File: config.mk
export PLATFORM = sky130hd
export DESIGN_NAME = alu_collect_pipeline
export DESIGN_NICKNAME = d
export VERILOG_FILES = /design/src/rtl/alu_collect_pipeline.sv
export SDC_FILE = /design/constraint.sdc
export NUM_CORES = 1
export LEC_CHECK = 0
export ABC_CLOCK_PERIOD_IN_PS = 4400
export CAP_MARGIN = 20
export CORE_MARGIN = 8
export CORE_UTILIZATION = 35
export CTS_CLUSTER_SIZE = 16
export DETAILED_ROUTE_END_ITERATION = 8
export GPL_ROUTABILITY_DRIVEN = 1
export PLACE_DENSITY = 0.64
export SYNTH_ARGS = -nofsm -noshare
export SYNTH_HDL_FRONTEND = slang
export SYNTH_SLANG_ARGS = --single-unit
File: constraint.sdc
create_clock -name CLK -period 4.4 [get_ports CLK]
set_input_delay 0.44 -clock CLK [delete_from_list [all_inputs] [get_ports CLK]]
set_output_delay 0.44 -clock CLK [all_outputs]
set_load 0.005 [all_outputs]
File: src/rtl/alu_collect_pipeline.sv
// rtl/alu_collect_pipeline.sv - two-stage integer ALU: operand collect slot feeding a writeback register
//
// Ports:
//   CLK, RST                      clock, synchronous active-high reset
//   valid_in / ready_out          issue handshake
//   op_in                         {funct7[5], funct3}
//   is_imm_in, imm_in             B operand taken from the sign-extended immediate
//   A_unneeded_in                 A operand forced to zero
//   A_forward_in, B_forward_in    operand arrives on the forward bus in the entry cycle
//   A_bank_in, B_bank_in          source bank of each operand
//   dest_PR_in, ROB_index_in      tags carried through to writeback
//   A/B_reg_read_valid_in         register-read data for that operand is on its bank this cycle
//   reg_read_data_by_bank_in      register-read data, bank i at [i*XLEN +: XLEN]
//   forward_data_by_bank_in       forward data, bank i at [i*XLEN +: XLEN]
//   flush_in                      kill all in-flight ops
//   WB_ready_in / WB_valid_out    writeback handshake
//   WB_data_out, WB_PR_out, WB_ROB_index_out  result and its tags
module alu_collect_pipeline #(
    parameter int XLEN            = 32,
    parameter int PRF_BANK_COUNT  = 4,
    parameter int LOG_PR_COUNT    = 7,
    parameter int LOG_ROB_ENTRIES = 7
) (
    input  logic                                 CLK,
    input  logic                                 RST,
    input  logic                                 valid_in,
    output logic                                 ready_out,
    input  logic [3:0]                           op_in,
    input  logic                                 is_imm_in,
    input  logic [XLEN-1:0]                      imm_in,
    input  logic                                 A_unneeded_in,
    input  logic                                 A_forward_in,
    input  logic                                 B_forward_in,
    input  logic [$clog2(PRF_BANK_COUNT)-1:0]    A_bank_in,
    input  logic [$clog2(PRF_BANK_COUNT)-1:0]    B_bank_in,
    input  logic [LOG_PR_COUNT-1:0]              dest_PR_in,
    input  logic [LOG_ROB_ENTRIES-1:0]           ROB_index_in,
    input  logic                                 A_reg_read_valid_in,
    input  logic                                 B_reg_read_valid_in,
    input  logic [PRF_BANK_COUNT*XLEN-1:0]       reg_read_data_by_bank_in,
    input  logic [PRF_BANK_COUNT*XLEN-1:0]       forward_data_by_bank_in,
    input  logic                                 flush_in,
    input  logic                                 WB_ready_in,
    output logic                                 WB_valid_out,
    output logic [XLEN-1:0]                      WB_data_out,
    output logic [LOG_PR_COUNT-1:0]              WB_PR_out,
    output logic [LOG_ROB_ENTRIES-1:0]           WB_ROB_index_out
);

    localparam int BANK_W  = $clog2(PRF_BANK_COUNT);
    localparam int SHAMT_W = $clog2(XLEN);

    // Operand collect slot
    logic                       oc_valid;
    logic                       oc_entry;    // first cycle the op sits in OC
    logic [3:0]                 oc_op;
    logic                       oc_a_have;
    logic                       oc_a_fwd;
    logic [BANK_W-1:0]          oc_a_bank;
    logic [XLEN-1:0]            oc_a_val;
    logic                       oc_b_have;
    logic                       oc_b_fwd;
    logic [BANK_W-1:0]          oc_b_bank;
    logic [XLEN-1:0]            oc_b_val;
    logic [LOG_PR_COUNT-1:0]    oc_pr;
    logic [LOG_ROB_ENTRIES-1:0] oc_rob;

    logic [XLEN-1:0] a_fwd_data, a_reg_data, b_fwd_data, b_reg_data;
    logic            a_fwd_hit, a_rr_hit, b_fwd_hit, b_rr_hit;
    logic            a_have, b_have;
    logic [XLEN-1:0] a_cur, b_cur;
    logic            oc_advance;
    logic            accept;
    logic [XLEN-1:0] alu_result;
    logic [SHAMT_W-1:0] shamt;

    assign a_fwd_data = forward_data_by_bank_in[oc_a_bank*XLEN +: XLEN];
    assign a_reg_data = reg_read_data_by_bank_in[oc_a_bank*XLEN +: XLEN];
    assign b_fwd_data = forward_data_by_bank_in[oc_b_bank*XLEN +: XLEN];
    assign b_reg_data = reg_read_data_by_bank_in[oc_b_bank*XLEN +: XLEN];

    // Forwarded operands exist only in the entry cycle; register-read operands
    // are taken on the first read-valid pulse while the operand is still missing.
    assign a_fwd_hit = oc_valid && !oc_a_have && oc_a_fwd && oc_entry;
    assign a_rr_hit  = oc_valid && !oc_a_have && !oc_a_fwd && A_reg_read_valid_in;
    assign b_fwd_hit = oc_valid && !oc_b_have && oc_b_fwd && oc_entry;
    assign b_rr_hit  = oc_valid && !oc_b_have && !oc_b_fwd && B_reg_read_valid_in;

    assign a_have = oc_a_have || a_fwd_hit || a_rr_hit;
    assign b_have = oc_b_have || b_fwd_hit || b_rr_hit;

    assign a_cur = oc_a_have ? oc_a_val : (oc_a_fwd ? a_fwd_data : a_reg_data);
    assign b_cur = oc_b_have ? oc_b_val : (oc_b_fwd ? b_fwd_data : b_reg_data);

    assign oc_advance = oc_valid && a_have && b_have && (!WB_valid_out || WB_ready_in);
    assign ready_out  = !RST && !flush_in && (!oc_valid || oc_advance);
    assign accept     = valid_in && ready_out;

    assign shamt = b_cur[SHAMT_W-1:0];

    always_comb begin
        alu_result = '0;
        casez (oc_op)
            4'b0000: alu_result = a_cur + b_cur;
            4'b1000: alu_result = a_cur - b_cur;
            4'b?001: alu_result = a_cur << shamt;
            4'b0101: alu_result = a_cur >> shamt;
            4'b1101: alu_result = $unsigned($signed(a_cur) >>> shamt);
            4'b?010: alu_result = {{(XLEN-1){1'b0}}, ($signed(a_cur) < $signed(b_cur))};
            4'b?011: alu_result = {{(XLEN-1){1'b0}}, (a_cur < b_cur)};
            4'b?100: alu_result = a_cur ^ b_cur;
            4'b?110: alu_result = a_cur | b_cur;
            4'b?111: alu_result = a_cur & b_cur;
            default: alu_result = '0;
        endcase
    end

    always_ff @(posedge CLK) begin
        if (RST) begin
            oc_valid         <= 1'b0;
            oc_entry         <= 1'b0;
            oc_a_have        <= 1'b0;
            oc_b_have        <= 1'b0;
            WB_valid_out     <= 1'b0;
            WB_data_out      <= '0;
            WB_PR_out        <= '0;
            WB_ROB_index_out <= '0;
        end else begin
            if (flush_in) begin
                oc_valid <= 1'b0;
                oc_entry <= 1'b0;
            end else if (accept) begin
                oc_valid  <= 1'b1;
                oc_entry  <= 1'b1;
                oc_op     <= op_in;
                oc_a_have <= A_unneeded_in;
                oc_a_fwd  <= A_forward_in && !A_unneeded_in;
                oc_a_bank <= A_bank_in;
                oc_a_val  <= '0;
                oc_b_have <= is_imm_in;
                oc_b_fwd  <= B_forward_in && !is_imm_in;
                oc_b_bank <= B_bank_in;
                oc_b_val  <= imm_in;
                oc_pr     <= dest_PR_in;
                oc_rob    <= ROB_index_in;
            end else begin
                oc_entry <= 1'b0;
                if (oc_advance) begin
                    oc_valid <= 1'b0;
                end
                // Hold operands captured this cycle so a stall cannot lose them.
                if (a_fwd_hit || a_rr_hit) begin
                    oc_a_have <= 1'b1;
                    oc_a_val  <= a_cur;
                end
                if (b_fwd_hit || b_rr_hit) begin
                    oc_b_have <= 1'b1;
                    oc_b_val  <= b_cur;
                end
            end

            // Flush drops the valid bit only; the data/tag registers keep their value.
            if (flush_in) begin
                WB_valid_out <= 1'b0;
            end else if (oc_advance) begin
                WB_valid_out     <= 1'b1;
                WB_data_out      <= alu_result;
                WB_PR_out        <= oc_pr;
                WB_ROB_index_out <= oc_rob;
            end else if (WB_ready_in) begin
                WB_valid_out <= 1'b0;
            end
        end
    end

endmodule

==> impl_metrics.toml <==
[sta]
clock_skew_ns = 0.02305
hold_viol = 0
final.setup.worst_slack_ns = -0.1183
setup_viol = 3
fmax_ghz = 0.2213
rsz0062_at_grt = "yes"
worst_pin_slew_ns = 0.9196
timing.hold.ws_ns = 0.2951
post-route-min-period_ns = 4.518
slew_headroom = 0.3804
slew_violations = 0
min_period_over_period = 1.027

[cts]
clockBufferDepth = 2
path_clk_slew_ns = 0.08
clock-root-buffer = "clkbuf_16"
holdBufCountCts = 0
cts_tree = "yes"
cts.sinks = 139
clk_latency_ns = 0.47
cts_max_level = 4
cts_inserted_buffers = 17

[worst_hold_path]
worstHoldPathType = "input port to flop"
hold_depth = 2
min-delay-start = "RST"
hold_path_end = "oc_valid"

[logic_synthesis]
yosys_warnings = 0
synth_fa_ha_area_frac = 0.06939
synthSimpleGateAreaFrac = 0.1304
syn-num-nets = 2589
ys_ff_latch = 139
synth_compound_area_frac = 0.2418
netlist_area_um2 = 18070
yosysUniqueCellTypes = 79
seq_area_frac_synth = 0.2028
synth_top_flop_cell = "edfxtp_1"
synth_edf_count = 88
synthXorXnorAreaFrac = 0.01163
syn-mean-instance-area_um2 = 8.330
synth_top_family_by_area = "multiplexers"
synthMuxAreaShare = 0.2720
async_reset_ff_frac = 0
syn_inst = 2169

[layout]
final-seq-area_um2 = 3666
fin_nets = 3256
n_fill_cell = 4784
finalInstanceArea_um2 = 27280
layout_common_cells = "424 x buf_4, 367 x clkdlybuf4s50_1, 274 x nand2_1"
final_cells = 3536
fin_util = 0.5328
multi_input_area_um2 = 14150
drive_gt1_frac = 0.2882
final_common_cell = "buf_4"
area_growth_pct = 50.98

[critical_path]
r2r_start = "oc_a_fwd"
crit_arrival_ns = 4.88
cp.required_ns = 4.76
rr_endpoint = "WB_data_out[30]"
setup.worst_path.start_class = "flop"
worst-path-max-fanout = 13
crit_type = "flop to flop"
critPathCaptureType = "flop"
r2r_setup_slack_ns = -0.12
timing.reg2reg.worst_path_depth = 21

[die]
die_w_um = 243.2
core_um2 = 51200
die_y_um = 243.2
fp.dieArea_um2 = 59150
initial_utilization = 0.3529
std_cell_rows = 83
ios = 369

[drt]
drt_iter0_drc = 2020
vias_per_cell = 5.918
route.detailed.drc = 0
route.vias.total = 20930
wl_per_cell_um = 27.62
met2_length_um = 45100
route.met3.wl_um = 7281
ant_nets = 0
highest_layer = "met5"
first_pass_iters = 5
routed_wl_um = 97660
met1Wirelength_um = 41470

[global_routing]
grt_max_degree = 116
grt_antenna_before_repair = 7
overflow = 0
grt_pass1_wl_um = 141600
track_usage = 0.3150
grt_pass1_vias = 20480

[place]
dp_cells = 3445
gp_congestion = 0.9859
io_buffers = 368
hpwl_um = 76740
dpl_cell_area_um2 = 25140

[flow_run]
maxCapViolations = 0

[power]
power_density_nw_per_um2 = 261.5
vdd_drop_max_mv = 0.3134
total_power_mw = 7.133
leakagePower_nw = 10.96

[outcome]
failed_checks = "setup timing"
outcome = "finished with violations"
report_power, final:
part | internal, mW | leakage [nW] | switching [mW] | total, mW
Combinational | 1.97 | 9.47 | 2.26 | 4.23
Sequential | 1.43 | 1.21 | 0.0178 | 1.44
Clock | 0.743 | 0.277 | 0.719 | 1.46
Total | 4.14 | 11.0 | 2.99 | 7.13
flip-flops by register name (all words and copies together) (netlist names), 4 cells and up:
signal and count:
oc_a_val 32, oc_pr 7, WB_ROB_index_out 7, WB_data_out 32, WB_PR_out 7, oc_rob 7
oc_b_val 32, oc_op 4
stage by stage:
stage                     TNS [ns]  worst slack, ns
after floorplan           -0.07906         -0.07906
after global placement      -6.326          -0.6602
after detailed placement    -7.088          -0.6390
after CTS                  -0.5750          -0.2399
after global routing        -1.887          -0.2719
final                      -0.2205          -0.1183
logic make-up after synthesis:
logic type / Yosys count
mux: 398
xor+xnor: 24
buf+inv: 295
simple gates: 558
compound gates: 656
flops: 139
fa+ha+maj: 99
cell usage after synthesis (49+ instances only):
master,instances,share of area
a22o_1,57,0.028
clkbuf_1,123,0.026
ha_1,97,0.067
inv_1,104,0.022
edfxtp_1,88,0.15
nand2_1,277,0.058
nor2_1,157,0.033
o22ai_1,49,0.017
mux4_2,66,0.082
dfxtp_1,51,0.057
mux2i_1,249,0.14
mux2_2,82,0.051
a21oi_1,141,0.039
o21ai_0,156,0.043
worst max-delay path: stages, from the launching register on:
cell and delay, ns:
edfxtp_1 0.39, buf_4 0.15, buf_12 0.14, buf_12 0.15, buf_12 0.14, buf_16 0.15, buf_6 0.16, mux2i_1 0.13
a22o_1 0.25, o31a_1 0.33, ha_1 0.36, a21o_1 0.22, a31oi_2 0.17, o31ai_2 0.10, nor3_2 0.28, o211ai_1 0.15
buf_4 0.19, a311oi_4 0.25, buf_4 0.17, xor2_1 0.16, o22ai_1 0.09, o31a_1 0.25
area by class of cell:
type	instances	area share
Tap cell	680	0.03119
Clock inverter	15	0.004678
Clock buffer	17	0.01559
Antenna cell	7	0.0006421
Sequential cell	139	0.1344
Multi-Input combinational cell	1735	0.5189
Inverter	109	0.01573
Timing Repair Buffer	834	0.2789
metal layers:
metal / up-vias / track usage
li1: 9448 / -
met1: 10290 / 0.4154
met2: 1013 / 0.5101
met3: 176 / 0.05118
met4: 4 / 0.1229
met5: - / 0
how the worst max path moves through the flow:
stage | slack (ns) | startpoint | cells past startpoint | to
2_1_floorplan | -0.08 | oc_b_fwd | 20 | WB_data_out[30]
3_3_place_gp | -0.66 | oc_a_fwd | 21 | WB_data_out[30]
3_5_place_dp | -0.64 | forward_data_by_bank_in[112] | 16 | WB_data_out[27]
4_1_cts | -0.24 | oc_b_fwd | 20 | WB_data_out[30]
5_1_grt | -0.27 | oc_a_fwd | 20 | WB_data_out[26]
6_report | -0.12 | oc_a_fwd | 21 | WB_data_out[30]
timing repair:
item,in CTS,in global routing
setup buffers,32,19
setup endpoints to repair,23,24
gates cloned,6,1
resized for setup,124,125
pin swaps,41,65
Power figures use the tool's default switching activity.
